<file path="config.mk">
export PLATFORM = sky130hd
export DESIGN_NAME = sdram_access_ctrl_flat
export DESIGN_NICKNAME = d
export VERILOG_FILES = /design/src/rtl/sdram_access_ctrl_pkg.sv /design/src/rtl/sdram_access_ctrl_if.sv /design/src/rtl/sdram_access_ctrl_delay_counter.sv /design/src/rtl/sdram_access_ctrl.sv /design/src/flat_wrapper.sv
export SDC_FILE = /design/constraint.sdc
export NUM_CORES = 1
export LEC_CHECK = 0
export BUFFER_PORTS_ARGS = -buffer_cell sky130_fd_sc_hd__clkbuf_2
export CELL_PAD_IN_SITES_DETAIL_PLACEMENT = 1
export CELL_PAD_IN_SITES_GLOBAL_PLACEMENT = 2
export CORE_UTILIZATION = 26
export DETAILED_ROUTE_END_ITERATION = 16
export PLACE_DENSITY_LB_ADDON = 0.1
export SYNTH_ARGS = -nofsm -noshare
export SYNTH_HDL_FRONTEND = slang
export SYNTH_SLANG_ARGS = --single-unit
</file>
<file path="constraint.sdc">
create_clock -name clk -period 1.7 [get_ports clk]
set_input_delay 0.085 -clock clk [delete_from_list [all_inputs] [get_ports clk]]
set_output_delay 0.085 -clock clk [all_outputs]
set_load 0.02 [all_outputs]
</file>
<file path="src/rtl/sdram_access_ctrl_pkg.sv">
// -----------------------------------------------------------------------------
// sdram_defs
// Shared definitions for the SDRAM access controller: FSM state encoding,
// default timing/geometry constants and small width helpers.
// No ports (package).
// -----------------------------------------------------------------------------
package sdram_defs;

  typedef enum logic [2:0] {
    ST_IDLE     = 3'd0,
    ST_ACT      = 3'd1,
    ST_RCD_WAIT = 3'd2,
    ST_RW       = 3'd3,
    ST_CL_WAIT  = 3'd4,
    ST_PRECHG   = 3'd5,
    ST_RP_WAIT  = 3'd6,
    ST_REFRESH  = 3'd7
  } state_t;

  localparam int DEF_ROW_ADDR_DEPTH   = 8;
  localparam int DEF_COL_ADDR_DEPTH   = 8;
  localparam int DEF_DATA_WIDTH       = 8;
  localparam int DEF_TRCD             = 2;
  localparam int DEF_TCL              = 2;
  localparam int DEF_TRP              = 2;
  localparam int DEF_REFRESH_INTERVAL = 64;

  function automatic int max3(input int a, input int b, input int c);
    int m;
    m = a;
    if (b > m) m = b;
    if (c > m) m = c;
    return m;
  endfunction

  // Bits needed to hold the values 0 .. n-1 (never less than one bit).
  function automatic int bits_for(input int n);
    return (n <= 2) ? 1 : $clog2(n);
  endfunction

endpackage

</file>
<file path="src/rtl/sdram_access_ctrl_if.sv">
// -----------------------------------------------------------------------------
// sdram_access_ctrl_if
// Bundles the request/return handshake and the SDRAM command/data bus.
//   slave  : the controller side (accepts requests, drives RAS/CAS/WE/PRE,
//            addresses, write data and read returns; samples mem_rdata)
//   master : the requester/memory-model side
// Signals:
//   req_valid/req_ready/req_we/req_addr/req_wdata : request handshake
//   rd_valid/rd_data                              : read return
//   RAS/CAS/WE/PRE/RowAddr/ColAddr/mem_wdata      : SDRAM command/data out
//   mem_rdata                                     : SDRAM read data in
// -----------------------------------------------------------------------------
interface sdram_access_ctrl_if #(
  parameter int ROW_ADDR_DEPTH = 8,
  parameter int COL_ADDR_DEPTH = 8,
  parameter int DATA_WIDTH     = 8
);

  logic                                     req_valid;
  logic                                     req_ready;
  logic                                     req_we;
  logic [ROW_ADDR_DEPTH+COL_ADDR_DEPTH-1:0] req_addr;
  logic [DATA_WIDTH-1:0]                    req_wdata;

  logic                                     rd_valid;
  logic [DATA_WIDTH-1:0]                    rd_data;

  logic                                     RAS;
  logic                                     CAS;
  logic                                     WE;
  logic                                     PRE;
  logic [ROW_ADDR_DEPTH-1:0]                RowAddr;
  logic [COL_ADDR_DEPTH-1:0]                ColAddr;
  logic [DATA_WIDTH-1:0]                    mem_wdata;
  logic [DATA_WIDTH-1:0]                    mem_rdata;

  modport slave (
    input  req_valid, req_we, req_addr, req_wdata, mem_rdata,
    output req_ready, rd_valid, rd_data,
    output RAS, CAS, WE, PRE, RowAddr, ColAddr, mem_wdata
  );

  modport master (
    output req_valid, req_we, req_addr, req_wdata, mem_rdata,
    input  req_ready, rd_valid, rd_data,
    input  RAS, CAS, WE, PRE, RowAddr, ColAddr, mem_wdata
  );

endinterface

</file>
<file path="src/rtl/sdram_access_ctrl_delay_counter.sv">
// -----------------------------------------------------------------------------
// sdram_delay_counter
// Loadable down counter shared by the RCD, CL and RP wait states.
// Loading value L keeps o_done low for L cycles; o_done is high in the
// (L+1)-th cycle after the load edge, so a wait of N cycles loads N-1.
// Ports:
//   clk        : clock, rising edge
//   reset      : synchronous active-high reset (counter -> 0)
//   i_load     : load i_load_val on this edge
//   i_load_val : value to load
//   o_done     : counter has reached zero
// -----------------------------------------------------------------------------
module sdram_delay_counter #(
  parameter int WIDTH = 2
) (
  input  logic             clk,
  input  logic             reset,
  input  logic             i_load,
  input  logic [WIDTH-1:0] i_load_val,
  output logic             o_done
);

  logic [WIDTH-1:0] r_cnt;

  always_ff @(posedge clk) begin
    if (reset) begin
      r_cnt <= '0;
    end else if (i_load) begin
      r_cnt <= i_load_val;
    end else if (r_cnt != '0) begin
      r_cnt <= r_cnt - WIDTH'(1);
    end
  end

  assign o_done = (r_cnt == '0);

endmodule

</file>
<file path="src/rtl/sdram_access_ctrl.sv">
// -----------------------------------------------------------------------------
// sdram_access_ctrl
// Closed-page SDRAM access controller: one read or write per activation
// (ACT -> RW -> PRECHG), with periodic auto-refresh issued only from IDLE.
// Ports:
//   clk   : clock, rising edge
//   reset : synchronous active-high reset
//   bus   : sdram_access_ctrl_if.slave (request handshake, read return,
//           SDRAM command/address/data)
//   busy  : high whenever the FSM is not in IDLE
// Command outputs (RAS/CAS/WE/PRE) and read return are flops loaded from the
// next-state decode, so each one is high exactly in the cycle its state is.
// -----------------------------------------------------------------------------
module sdram_access_ctrl
  import sdram_defs::*;
#(
  parameter int ROW_ADDR_DEPTH   = DEF_ROW_ADDR_DEPTH,
  parameter int COL_ADDR_DEPTH   = DEF_COL_ADDR_DEPTH,
  parameter int DATA_WIDTH       = DEF_DATA_WIDTH,
  parameter int TRCD             = DEF_TRCD,
  parameter int TCL              = DEF_TCL,
  parameter int TRP              = DEF_TRP,
  parameter int REFRESH_INTERVAL = DEF_REFRESH_INTERVAL
) (
  input  logic                 clk,
  input  logic                 reset,
  sdram_access_ctrl_if.slave   bus,
  output logic                 busy
);

  localparam int ADDR_W = ROW_ADDR_DEPTH + COL_ADDR_DEPTH;
  localparam int CNT_W  = bits_for(max3(TRCD, TCL, TRP));
  localparam int REF_W  = bits_for(REFRESH_INTERVAL);

  // ACT itself is the first of the TRCD cycles, so RCD_WAIT lasts TRCD-1
  // cycles (skipped entirely when TRCD is 1).
  localparam logic [CNT_W-1:0] RCD_LOAD = CNT_W'((TRCD > 1) ? TRCD - 2 : 0);
  localparam logic [CNT_W-1:0] CL_LOAD  = CNT_W'(TCL - 1);
  localparam logic [CNT_W-1:0] RP_LOAD  = CNT_W'(TRP - 1);
  localparam logic [REF_W-1:0] REF_LAST = REF_W'(REFRESH_INTERVAL - 1);

  state_t                    r_state;
  state_t                    w_state_next;

  logic                      w_accept;
  logic                      w_ref_issue;
  logic                      w_dly_load;
  logic [CNT_W-1:0]          w_dly_val;
  logic                      w_dly_done;
  logic                      w_rd_sample;

  logic                      r_we_lat;
  logic [ROW_ADDR_DEPTH-1:0] r_row;
  logic [COL_ADDR_DEPTH-1:0] r_col;
  logic [DATA_WIDTH-1:0]     r_wdata;

  logic                      r_ras;
  logic                      r_cas;
  logic                      r_we;
  logic                      r_pre;
  logic                      r_rd_valid;
  logic [DATA_WIDTH-1:0]     r_rd_data;

  logic [REF_W-1:0]          r_ref_cnt;
  logic                      r_ref_pending;

  // Reset is folded in so the requester never sees ready while reset is held.
  assign bus.req_ready = (r_state == ST_IDLE) && !r_ref_pending && !reset;
  assign w_accept      = bus.req_ready && bus.req_valid;
  assign w_ref_issue   = (r_state == ST_IDLE) && r_ref_pending;
  // Last CL_WAIT cycle: this edge captures mem_rdata.
  assign w_rd_sample   = (r_state == ST_CL_WAIT) && w_dly_done;
  assign busy          = (r_state != ST_IDLE);

  sdram_delay_counter #(
    .WIDTH (CNT_W)
  ) u_delay (
    .clk        (clk),
    .reset      (reset),
    .i_load     (w_dly_load),
    .i_load_val (w_dly_val),
    .o_done     (w_dly_done)
  );

  // ---------------------------------------------------------------------------
  // Next-state / wait-counter load decode
  // ---------------------------------------------------------------------------
  always_comb begin
    w_state_next = r_state;
    w_dly_load   = 1'b0;
    w_dly_val    = '0;
    case (r_state)
      ST_IDLE: begin
        // Refresh wins over a simultaneous request.
        if (r_ref_pending) begin
          w_state_next = ST_REFRESH;
        end else if (bus.req_valid) begin
          w_state_next = ST_ACT;
        end
      end
      ST_ACT: begin
        if (TRCD > 1) begin
          w_state_next = ST_RCD_WAIT;
          w_dly_load   = 1'b1;
          w_dly_val    = RCD_LOAD;
        end else begin
          w_state_next = ST_RW;
        end
      end
      ST_RCD_WAIT: begin
        if (w_dly_done) begin
          w_state_next = ST_RW;
        end
      end
      ST_RW: begin
        if (r_we_lat) begin
          w_state_next = ST_PRECHG;
        end else begin
          w_state_next = ST_CL_WAIT;
          w_dly_load   = 1'b1;
          w_dly_val    = CL_LOAD;
        end
      end
      ST_CL_WAIT: begin
        if (w_dly_done) begin
          w_state_next = ST_PRECHG;
        end
      end
      ST_PRECHG, ST_REFRESH: begin
        w_state_next = ST_RP_WAIT;
        w_dly_load   = 1'b1;
        w_dly_val    = RP_LOAD;
      end
      ST_RP_WAIT: begin
        if (w_dly_done) begin
          w_state_next = ST_IDLE;
        end
      end
      default: begin
        w_state_next = ST_IDLE;
      end
    endcase
  end

  // ---------------------------------------------------------------------------
  // State register and registered command outputs
  // ---------------------------------------------------------------------------
  always_ff @(posedge clk) begin
    if (reset) begin
      r_state    <= ST_IDLE;
      r_ras      <= 1'b0;
      r_cas      <= 1'b0;
      r_we       <= 1'b0;
      r_pre      <= 1'b0;
      r_rd_valid <= 1'b0;
      r_rd_data  <= '0;
    end else begin
      r_state    <= w_state_next;
      // REF is encoded as RAS and CAS together.
      r_ras      <= (w_state_next == ST_ACT) || (w_state_next == ST_REFRESH);
      r_cas      <= (w_state_next == ST_RW)  || (w_state_next == ST_REFRESH);
      r_we       <= (w_state_next == ST_RW)  && r_we_lat;
      r_pre      <= (w_state_next == ST_PRECHG);
      r_rd_valid <= w_rd_sample;
      if (w_rd_sample) begin
        r_rd_data <= bus.mem_rdata;
      end
    end
  end

  // ---------------------------------------------------------------------------
  // Request latch: row/col/data stay on the bus until the next acceptance
  // ---------------------------------------------------------------------------
  always_ff @(posedge clk) begin
    if (reset) begin
      r_we_lat <= 1'b0;
      r_row    <= '0;
      r_col    <= '0;
      r_wdata  <= '0;
    end else if (w_accept) begin
      r_we_lat <= bus.req_we;
      r_row    <= bus.req_addr[ADDR_W-1:COL_ADDR_DEPTH];
      r_col    <= bus.req_addr[COL_ADDR_DEPTH-1:0];
      r_wdata  <= bus.req_wdata;
    end
  end

  // ---------------------------------------------------------------------------
  // Refresh interval counter; a new expiry takes precedence over clearing
  // so that an interval ending on the issue edge is not lost.
  // ---------------------------------------------------------------------------
  always_ff @(posedge clk) begin
    if (reset) begin
      r_ref_cnt     <= '0;
      r_ref_pending <= 1'b0;
    end else if (r_ref_cnt == REF_LAST) begin
      r_ref_cnt     <= '0;
      r_ref_pending <= 1'b1;
    end else begin
      r_ref_cnt <= r_ref_cnt + REF_W'(1);
      if (w_ref_issue) begin
        r_ref_pending <= 1'b0;
      end
    end
  end

  assign bus.RAS       = r_ras;
  assign bus.CAS       = r_cas;
  assign bus.WE        = r_we;
  assign bus.PRE       = r_pre;
  assign bus.RowAddr   = r_row;
  assign bus.ColAddr   = r_col;
  assign bus.mem_wdata = r_wdata;
  assign bus.rd_valid  = r_rd_valid;
  assign bus.rd_data   = r_rd_data;

endmodule
</file>
<file path="src/flat_wrapper.sv">
// flat-port wrapper written by rule: the top's interface ports become plain ports
module sdram_access_ctrl_flat import sdram_defs::*;
#(
  parameter int ROW_ADDR_DEPTH   = DEF_ROW_ADDR_DEPTH,
  parameter int COL_ADDR_DEPTH   = DEF_COL_ADDR_DEPTH,
  parameter int DATA_WIDTH       = DEF_DATA_WIDTH,
  parameter int TRCD             = DEF_TRCD,
  parameter int TCL              = DEF_TCL,
  parameter int TRP              = DEF_TRP,
  parameter int REFRESH_INTERVAL = DEF_REFRESH_INTERVAL
)
  (clk, reset, busy, bus_req_valid, bus_req_we, bus_req_addr, bus_req_wdata, bus_mem_rdata, bus_req_ready, bus_rd_valid, bus_rd_data, bus_RAS, bus_CAS, bus_WE, bus_PRE, bus_RowAddr, bus_ColAddr, bus_mem_wdata);
  sdram_access_ctrl_if #(.ROW_ADDR_DEPTH(ROW_ADDR_DEPTH), .COL_ADDR_DEPTH(COL_ADDR_DEPTH), .DATA_WIDTH(DATA_WIDTH)) bus_i ();
  input  logic clk;
  input  logic reset;
  output logic busy;
  input wire logic [$bits(bus_i.req_valid)-1:0] bus_req_valid;
  input wire logic [$bits(bus_i.req_we)-1:0] bus_req_we;
  input wire logic [$bits(bus_i.req_addr)-1:0] bus_req_addr;
  input wire logic [$bits(bus_i.req_wdata)-1:0] bus_req_wdata;
  input wire logic [$bits(bus_i.mem_rdata)-1:0] bus_mem_rdata;
  output wire logic [$bits(bus_i.req_ready)-1:0] bus_req_ready;
  output wire logic [$bits(bus_i.rd_valid)-1:0] bus_rd_valid;
  output wire logic [$bits(bus_i.rd_data)-1:0] bus_rd_data;
  output wire logic [$bits(bus_i.RAS)-1:0] bus_RAS;
  output wire logic [$bits(bus_i.CAS)-1:0] bus_CAS;
  output wire logic [$bits(bus_i.WE)-1:0] bus_WE;
  output wire logic [$bits(bus_i.PRE)-1:0] bus_PRE;
  output wire logic [$bits(bus_i.RowAddr)-1:0] bus_RowAddr;
  output wire logic [$bits(bus_i.ColAddr)-1:0] bus_ColAddr;
  output wire logic [$bits(bus_i.mem_wdata)-1:0] bus_mem_wdata;
  assign bus_i.req_valid = bus_req_valid;
  assign bus_i.req_we = bus_req_we;
  assign bus_i.req_addr = bus_req_addr;
  assign bus_i.req_wdata = bus_req_wdata;
  assign bus_i.mem_rdata = bus_mem_rdata;
  assign bus_req_ready = bus_i.req_ready;
  assign bus_rd_valid = bus_i.rd_valid;
  assign bus_rd_data = bus_i.rd_data;
  assign bus_RAS = bus_i.RAS;
  assign bus_CAS = bus_i.CAS;
  assign bus_WE = bus_i.WE;
  assign bus_PRE = bus_i.PRE;
  assign bus_RowAddr = bus_i.RowAddr;
  assign bus_ColAddr = bus_i.ColAddr;
  assign bus_mem_wdata = bus_i.mem_wdata;
  sdram_access_ctrl #(.ROW_ADDR_DEPTH(ROW_ADDR_DEPTH), .COL_ADDR_DEPTH(COL_ADDR_DEPTH), .DATA_WIDTH(DATA_WIDTH), .TRCD(TRCD), .TCL(TCL), .TRP(TRP), .REFRESH_INTERVAL(REFRESH_INTERVAL)) u_core (.clk(clk), .reset(reset), .bus(bus_i), .busy(busy));
endmodule
</file>
==> out/metrics.csv, run 1 <==
metric,value,unit
status,"complete, no violations",
critical_path_arrival,1.46,ns
synth.area.top_cells,"dfxtp_1, nand2_1, nand3b_1",
synth-edff-count,0,
grt_util_met2,0.245,
total_leakage_power,1.27,nW
cts_buffers,5,
max-slew-margin-rel,0.771,
register_area,981,µm²
cp-start-kind,flop,
place_area,0.00230,mm²
layout_common_cells,"clkbuf_2, nand2_1, dfxtp_1, dlygate4sd3_1, nand3b_1",
vias,1780,
yosysSeqAreaShare,0.527,
finalSetupViolCount,0,
ctsLongestPathBuffers,2,
fmax,648,MHz
syn_inst,220,
io_buffers,74,
root_buffer,clkbuf_8,
powerDensity,910,mW/mm²
n_antenna_cell,0,
cts_tree,yes,
cts.sinks,49,
yosysTopAreaCell,dfxtp_1,
rows,30,
synth_seq_cells,49,
syn_avg_cell_area,8.46,µm²
ys_warn_count,0,
period_needed,1.54,ns
firstDrtPassIters,2,
multi_input_area,776,µm²
drc,0,
fin_tns_setup,0,ns
end_kind,primary output,
clkSlewWorstSetupHoldPaths,0.09,ns
overflow,0,
worst_pin_slew,0.343,ns
final_common_cell,clkbuf_2,
fin_crit_sh,0.907,
clk_latency,0.31,ns
area_growth,45.3,%
start_util,0.271,
rsz0062_at_grt,false,
grtUsageTotal,0.141,
grt_pass1_wl,8.20,mm
worstHoldPathType,in2reg,
slowest_stage,dfxtp_1,
post_drt_wl_per_cell,11.8,µm
finClkSkew,0.00620,ns
met1_usage,0.167,
final_antenna_net_count,0,
synthArstFlopShare,0,
ir_worst_vdd,0.350,mV
cpLargestDelayFamily,flip-flops,
path_class,reg2out,
crit_path_cell_trace,nor3_4 -> inv_1 -> nor3_1 -> clkbuf_2,
hold_violations,0,
die_area,0.00750,mm²
hpwlAfterDp,3.35,mm
drt_iter0_drc,51,
fin_util,0.394,
cp_max_fo,8,
vias_per_cell,4.23,
p_total,2.46,mW
antenna_found_initial,0,
final_max_slew_viol_count,0,
design_area,0.00270,mm²
met3_usage,0.0419,
maxCapViolCount,0,
syn_area,0.00186,mm²
ctsHtreeMaxLevel,2,
core,0.00687,mm²
pin_count,75,
drive_gt1_frac,0.265,
place.gp.congestion,0.726,
synth_cell_types,28,
wirelength,4.97,mm
die_h,86.6,µm
synth.net_count,257,
grt_max_degree,25,
required,1.62,ns
fin_nets,361,
grt-busiest-layer,met2,
grt_pass1_vias,1765,
synth_flop_cell,dfxtp_1,
die-width,86.6,µm
crit_buf_inv,2,
fillCellCount,873,
slowest_delay,0.42,ns
hold_ws,0.0126,ns
yosysTopAreaCellShare,0.527,
## registers in the layout (all words and copies together) (netlist names)
signal / count
u_core.u_delay.r_cnt: 1
u_core.r_state: 3
u_core.bus.ColAddr: 8
u_core.bus.CAS: 1
u_core.r_ref_cnt: 6
u_core.bus.rd_data: 8
u_core.r_ref_pending: 1
u_core.bus.WE: 1
u_core.r_we_lat: 1
u_core.bus.rd_valid: 1
u_core.bus.PRE: 1
u_core.bus.RAS: 1
u_core.bus.RowAddr: 8
u_core.bus.mem_wdata: 8
## worst paths after layout
kind	start	slack (ns)	endpoint	cells after the start
worst max-delay path	u_core.r_state[0]	0.16	bus_req_ready	4
worst min-delay path	bus_mem_rdata[1]	0.01	u_core.bus.rd_data[1]	3
worst max register to register	u_core.r_state[2]	0.34	u_core.bus.rd_data[1]	4
worst min register to register	u_core.r_ref_cnt[0]	0.45	u_core.r_ref_cnt[0]	1
## final cells by class
cell class,count,area share
well taps,96,0.0444
multi-input cells,152,0.287
clock buffers,8,0.0296
repair buffers,111,0.269
flip-flops and latches,49,0.363
inverters,5,0.00694
## power breakdown
part / internal (mW) / leakage, nW / total, mW / switching [mW]
Clock: 0.294 / 0.0395 / 0.680 / 0.387
Combinational: 0.211 / 0.830 / 0.489 / 0.278
Sequential: 1.23 / 0.400 / 1.29 / 0.0586
Total: 1.74 / 1.27 / 2.46 / 0.723
## through the flow
step	cells	worst slack, ns
floorplan	220	0.344
global placement	381	0.350
detailed placement	381	0.330
CTS	421	0.0988
global route	421	0.0183
finish	421	0.158
## metal layers
metal / wire length (µm) / vias to the layer above
met1: 2250 / 817
met4: 69 / 0
li1: - / 911
met3: 247 / 6
met5: 0 / -
met2: 2410 / 46
## tightest hold or removal path, cell delays in order
cell      delay [ns]
clkbuf_2        0.08
nand2_1         0.05
a21oi_1         0.05
## cell families (layout without fill, tap and decap cells)
| family | count (synthesis) | after routing | synth area share |
|---|---|---|---|
| xor gates and xnor gates | 5 | 5 | 0.0235 |
| adders and majority gates | 2 | 2 | 0.0121 |
| AOI/OAI and AO/OA | 18 | 18 | 0.0511 |
| DFF | 49 | 49 | 0.527 |
| and+or+nand+nor | 127 | 127 | 0.330 |
| buffers and inverters | 19 | 124 | 0.0558 |
## cell usage after synthesis (3+ instances only)
master    count
nand2_1      73
dfxtp_1      49
nand3b_1     24
a21oi_1      13
nor2_1       13
buf_2         5
clkbuf_1      5
inv_1         5
buf_6         3
nand2b_1      3
nor3_1        3
xnor2_1       3
## repair_timing
item                                    4_1_cts  5_1_grt
endpoints found under the hold margin        32        0
hold buffers                                 32        0
endpoints found under the setup margin        0        0
resized for setup                             0        0
buffers inserted                              0        0
Note: power is estimated with default switching activity, not from simulation.
==> inputs of run 2 (changes only) <==
BUFFER_PORTS_ARGS = unset   (was -buffer_cell sky130_fd_sc_hd__clkbuf_2)
CORE_UTILIZATION = 34   (was 26)
DONT_BUFFER_PORTS = 1   (was unset)
==> out/metrics.csv, run 2 (synthesis results as in run 1) <==
metric,value,unit
critical_path_arrival,1.42,ns
final_antenna_net_count,0,
drt_iter0_drc,23,
grt_pass1_wl,7.78,mm
rows,26,
fin_nets,289,
pin_count,75,
fin_util,0.451,
period_needed,1.51,ns
place_ws,0.282,ns
firstDrtPassIters,4,
wirelength,4.72,mm
rr_startpoint,u_core.r_state[1],
rsz0062_at_grt,false,
grtUsageTotal,0.169,
max-slew-margin-rel,0.786,
vias_per_cell,4.81,
placedCellCount,279,
r2r_end,u_core.bus.WE,
hold_violations,0,
core,0.00517,mm²
total_leakage_power,0.959,nW
fillCellCount,598,
cts_buffers,5,
drc,0,
design_area,0.00233,mm²
maxCapViolCount,0,
die-width,76.0,µm
clk_latency,0.29,ns
cp_max_fo,8,
startpoint,u_core.r_state[0],
path_class,reg2out,
end_kind,primary output,
rrSetupSlack,0.29,ns
ctsHtreeMaxLevel,2,
die_area,0.00577,mm²
fin_tns_setup,0,ns
finClkSkew,0.00582,ns
worstRegToRegCells,4,
ir_worst_vdd,0.474,mV
io_buffers,0,
grt_pass1_vias,1661,
fmax,663,MHz
final_common_cell,nand2_1,
fin_crit_sh,0.887,
ctsLongestPathBuffers,2,
root_buffer,clkbuf_8,
vias,1553,
powerDensity,1010,mW/mm²
place_area,0.00189,mm²
multi_input_area,776,µm²
cts_tree,yes,
final_max_slew_viol_count,0,
grt_max_degree,42,
clkSlewWorstSetupHoldPaths,0.08,ns
fin_ws,0.192,ns
fin_cells,323,
cp-start-kind,flop,
status,"complete, no violations",
antenna_found_initial,0,
layout_common_cells,"nand2_1, dfxtp_1, dlygate4sd3_1, nand3b_1",
area_growth,25.5,%
cts.sinks,49,
overflow,0,
required,1.62,ns
drive_gt1_frac,0.0553,
place.gp.congestion,0.718,
start_util,0.360,
register_area,982,µm²
hpwlAfterDp,2.92,mm
cp-endpoint,bus_req_ready,
post_drt_wl_per_cell,14.6,µm
n_antenna_cell,0,
worst_pin_slew,0.321,ns
finalSetupViolCount,0,
die_h,76.0,µm
worstHoldPathType,in2reg,
## run 2: where the power goes
part | total (mW) | internal, mW | switching (mW)
clock network | 0.650 | 0.293 | 0.357
logic | 0.306 | 0.148 | 0.158
registers | 1.39 | 1.23 | 0.157
## run 2: routing by layer
metal  GRT usage  share of wire  up-vias
met1       0.183           0.42      733
met2       0.315           0.51       51
met3      0.0527          0.062        6
met5           0              0        -
li1            -              -      763
met4      0.0442         0.0093        0
## run 2: cell type report
| cell class | instances | area share |
|---|---|---|
| repair buffers | 39 | 0.167 |
| flip-flops and latches | 49 | 0.421 |
| well taps | 70 | 0.0375 |
| clock buffers | 8 | 0.0343 |
| multi-input cells | 152 | 0.332 |
| inverters | 5 | 0.00804 |
## run 2: worst min-delay path by stage
stage,startpoint,end,slack (ns),cells past startpoint
floorplan,bus_req_addr[0],u_core.bus.ColAddr[0],0.18,2
global placement,reset,u_core.bus.rd_data[6],0.16,1
detailed placement,reset,u_core.r_ref_pending,0.16,1
CTS,reset,u_core.r_state[0],0.03,3
global route,reset,u_core.r_state[0],0.04,3
finish,reset,u_core.bus.CAS,0.04,3
## run 2: what timing repair did
action,4_1_cts,5_1_grt
hold buffers,35,0
resized for setup,0,2
buffers inserted,0,1
setup endpoints to repair,0,1
endpoints found under the hold margin,41,0
## run 2: worst max-delay path, stage by stage, from the launching register on
cell	delay, ns
dfxtp_1	0.41
nor3_4	0.24
inv_2	0.12
nor3_1	0.18
buf_4	0.18
## run 2: per-stage QoR
stage	hold slack [ns]	total power [mW]
floorplan	0.184	1.60
global placement	0.159	1.62
detailed placement	0.161	1.63
CTS	0.0343	2.37
global route	0.0372	2.50
finish	0.0422	2.35
==> inputs of run 3 (changes only) <==
REMOVE_ABC_BUFFERS = 1   (was unset)
==> out/metrics.csv, run 3 (synthesis results as in run 1) <==
metric,value,unit
postCtsSetupRepairBufs,0,
hpwlAfterDp,3.11,mm
clkSlewWorstSetupHoldPaths,0.09,ns
final_antenna_net_count,0,
wl_met2,2.32,mm
crit_buf_inv,2,
worstHoldPathType,in2reg,
overflow,0,
place.gp.congestion,0.716,
final_common_cell,nand2_1,
final_max_slew_viol_count,0,
die_area,0.00577,mm²
vias,1568,
vias_per_cell,4.84,
slowest_stage,dfxtp_1,
io_buffers,0,
cpLargestDelayFamily,simple AND/OR/NAND/NOR gates,
top_layer_used,met4,
cts.sinks,49,
critical_path_arrival,1.45,ns
finalSetupViolCount,0,
fin_util,0.453,
cts_tree,yes,
max-slew-margin-rel,0.767,
grt_pass1_vias,1713,
ir_worst_vdd,0.434,mV
fin_nets,290,
fillCellCount,601,
root_buffer,clkbuf_8,
rsz0062_at_grt,false,
area_growth,26.0,%
slowest_delay,0.41,ns
cp_max_fo,7,
total_leakage_power,0.969,nW
multi_input_area,776,µm²
grtUsageTotal,0.167,
cts_buffers,5,
finClkSkew,0.00556,ns
required,1.62,ns
start_util,0.360,
layout_common_cells,"nand2_1, dfxtp_1, dlygate4sd3_1, nand3b_1",
end_kind,primary output,
die_h,76.0,µm
post_drt_wl_per_cell,14.3,µm
core,0.00517,mm²
place_area,0.00190,mm²
hold_violations,0,
p_total,2.35,mW
pin_count,75,
drc,0,
firstDrtPassIters,4,
ctsHtreeMaxLevel,2,
rows,26,
cp-start-kind,flop,
path_class,reg2out,
crit_path_cell_trace,nor3_4 -> inv_2 -> nor3_1 -> buf_4,
grt_pass1_wl,7.73,mm
worst_pin_slew,0.350,ns
grt_max_degree,42,
design_area,0.00234,mm²
fin_crit_sh,0.904,
clk_latency,0.29,ns
drive_gt1_frac,0.0630,
die-width,76.0,µm
hold_ws,0.0376,ns
antenna_found_initial,0,
fin_tns_setup,0,ns
m1WireLength,1.94,mm
wirelength,4.62,mm
ctsLongestPathBuffers,2,
drt_iter0_drc,29,
period_needed,1.54,ns
n_antenna_cell,0,
powerDensity,1000,mW/mm²
status,"complete, no violations",
fmax,650,MHz
register_area,981,µm²
met3_length,285,µm
maxCapViolCount,0,
[run 3: layout make-up]
| class | instances | share of cell area |
|---|---|---|
| clock buffers | 6 | 0.0310 |
| clock inverters | 2 | 0.00427 |
| inverters | 5 | 0.00801 |
| multi-input cells | 152 | 0.331 |
| flip-flops and latches | 49 | 0.419 |
| well taps | 70 | 0.0374 |
| repair buffers | 40 | 0.170 |
[run 3: worst reg2reg max path, cell delays in order, from the launching register on]
cell and delay (ns):
dfxtp_1 0.52, nor2b_1 0.24, and2_1 0.32, nand2_1 0.11, a21oi_1 0.12
[run 3: path summary, 6_finish.rpt]
kind	depth (start not counted)	slack, ns	end	from
hold reg to reg	1	0.46	u_core.r_ref_cnt[0]	u_core.r_ref_cnt[0]
setup reg to reg	4	0.33	u_core.bus.rd_data[0]	u_core.r_state[2]
hold / removal	2	0.04	u_core.r_ref_cnt[1]	reset
setup / recovery	4	0.16	bus_req_ready	u_core.r_state[1]
[run 3: timing repair]
item,in CTS,in global routing
hold endpoints to repair,41,0
endpoints found under the setup margin,0,1
hold buffers,35,0
resized for setup,0,1
[run 3: power breakdown]
part | total (mW) | switching (mW) | internal [mW] | leakage [nW]
Clock | 0.651 | 0.366 | 0.286 | 0.0450
Combinational | 0.306 | 0.158 | 0.148 | 0.523
Sequential | 1.39 | 0.160 | 1.23 | 0.400
Total | 2.35 | 0.684 | 1.67 | 0.969
[run 3: routing by layer]
layer,GRT usage,vias up
met5,0,-
met4,0.0577,0
li1,-,766
met2,0.315,52
met1,0.172,741
met3,0.0527,9
[run 3: stage by stage]
stage	setup slack [ns]	cells
after floorplan	0.248	206
after global placement	0.408	281
after detailed placement	0.327	281
after CTS	0.0787	324
after global routing	0.0615	324
final	0.162	324
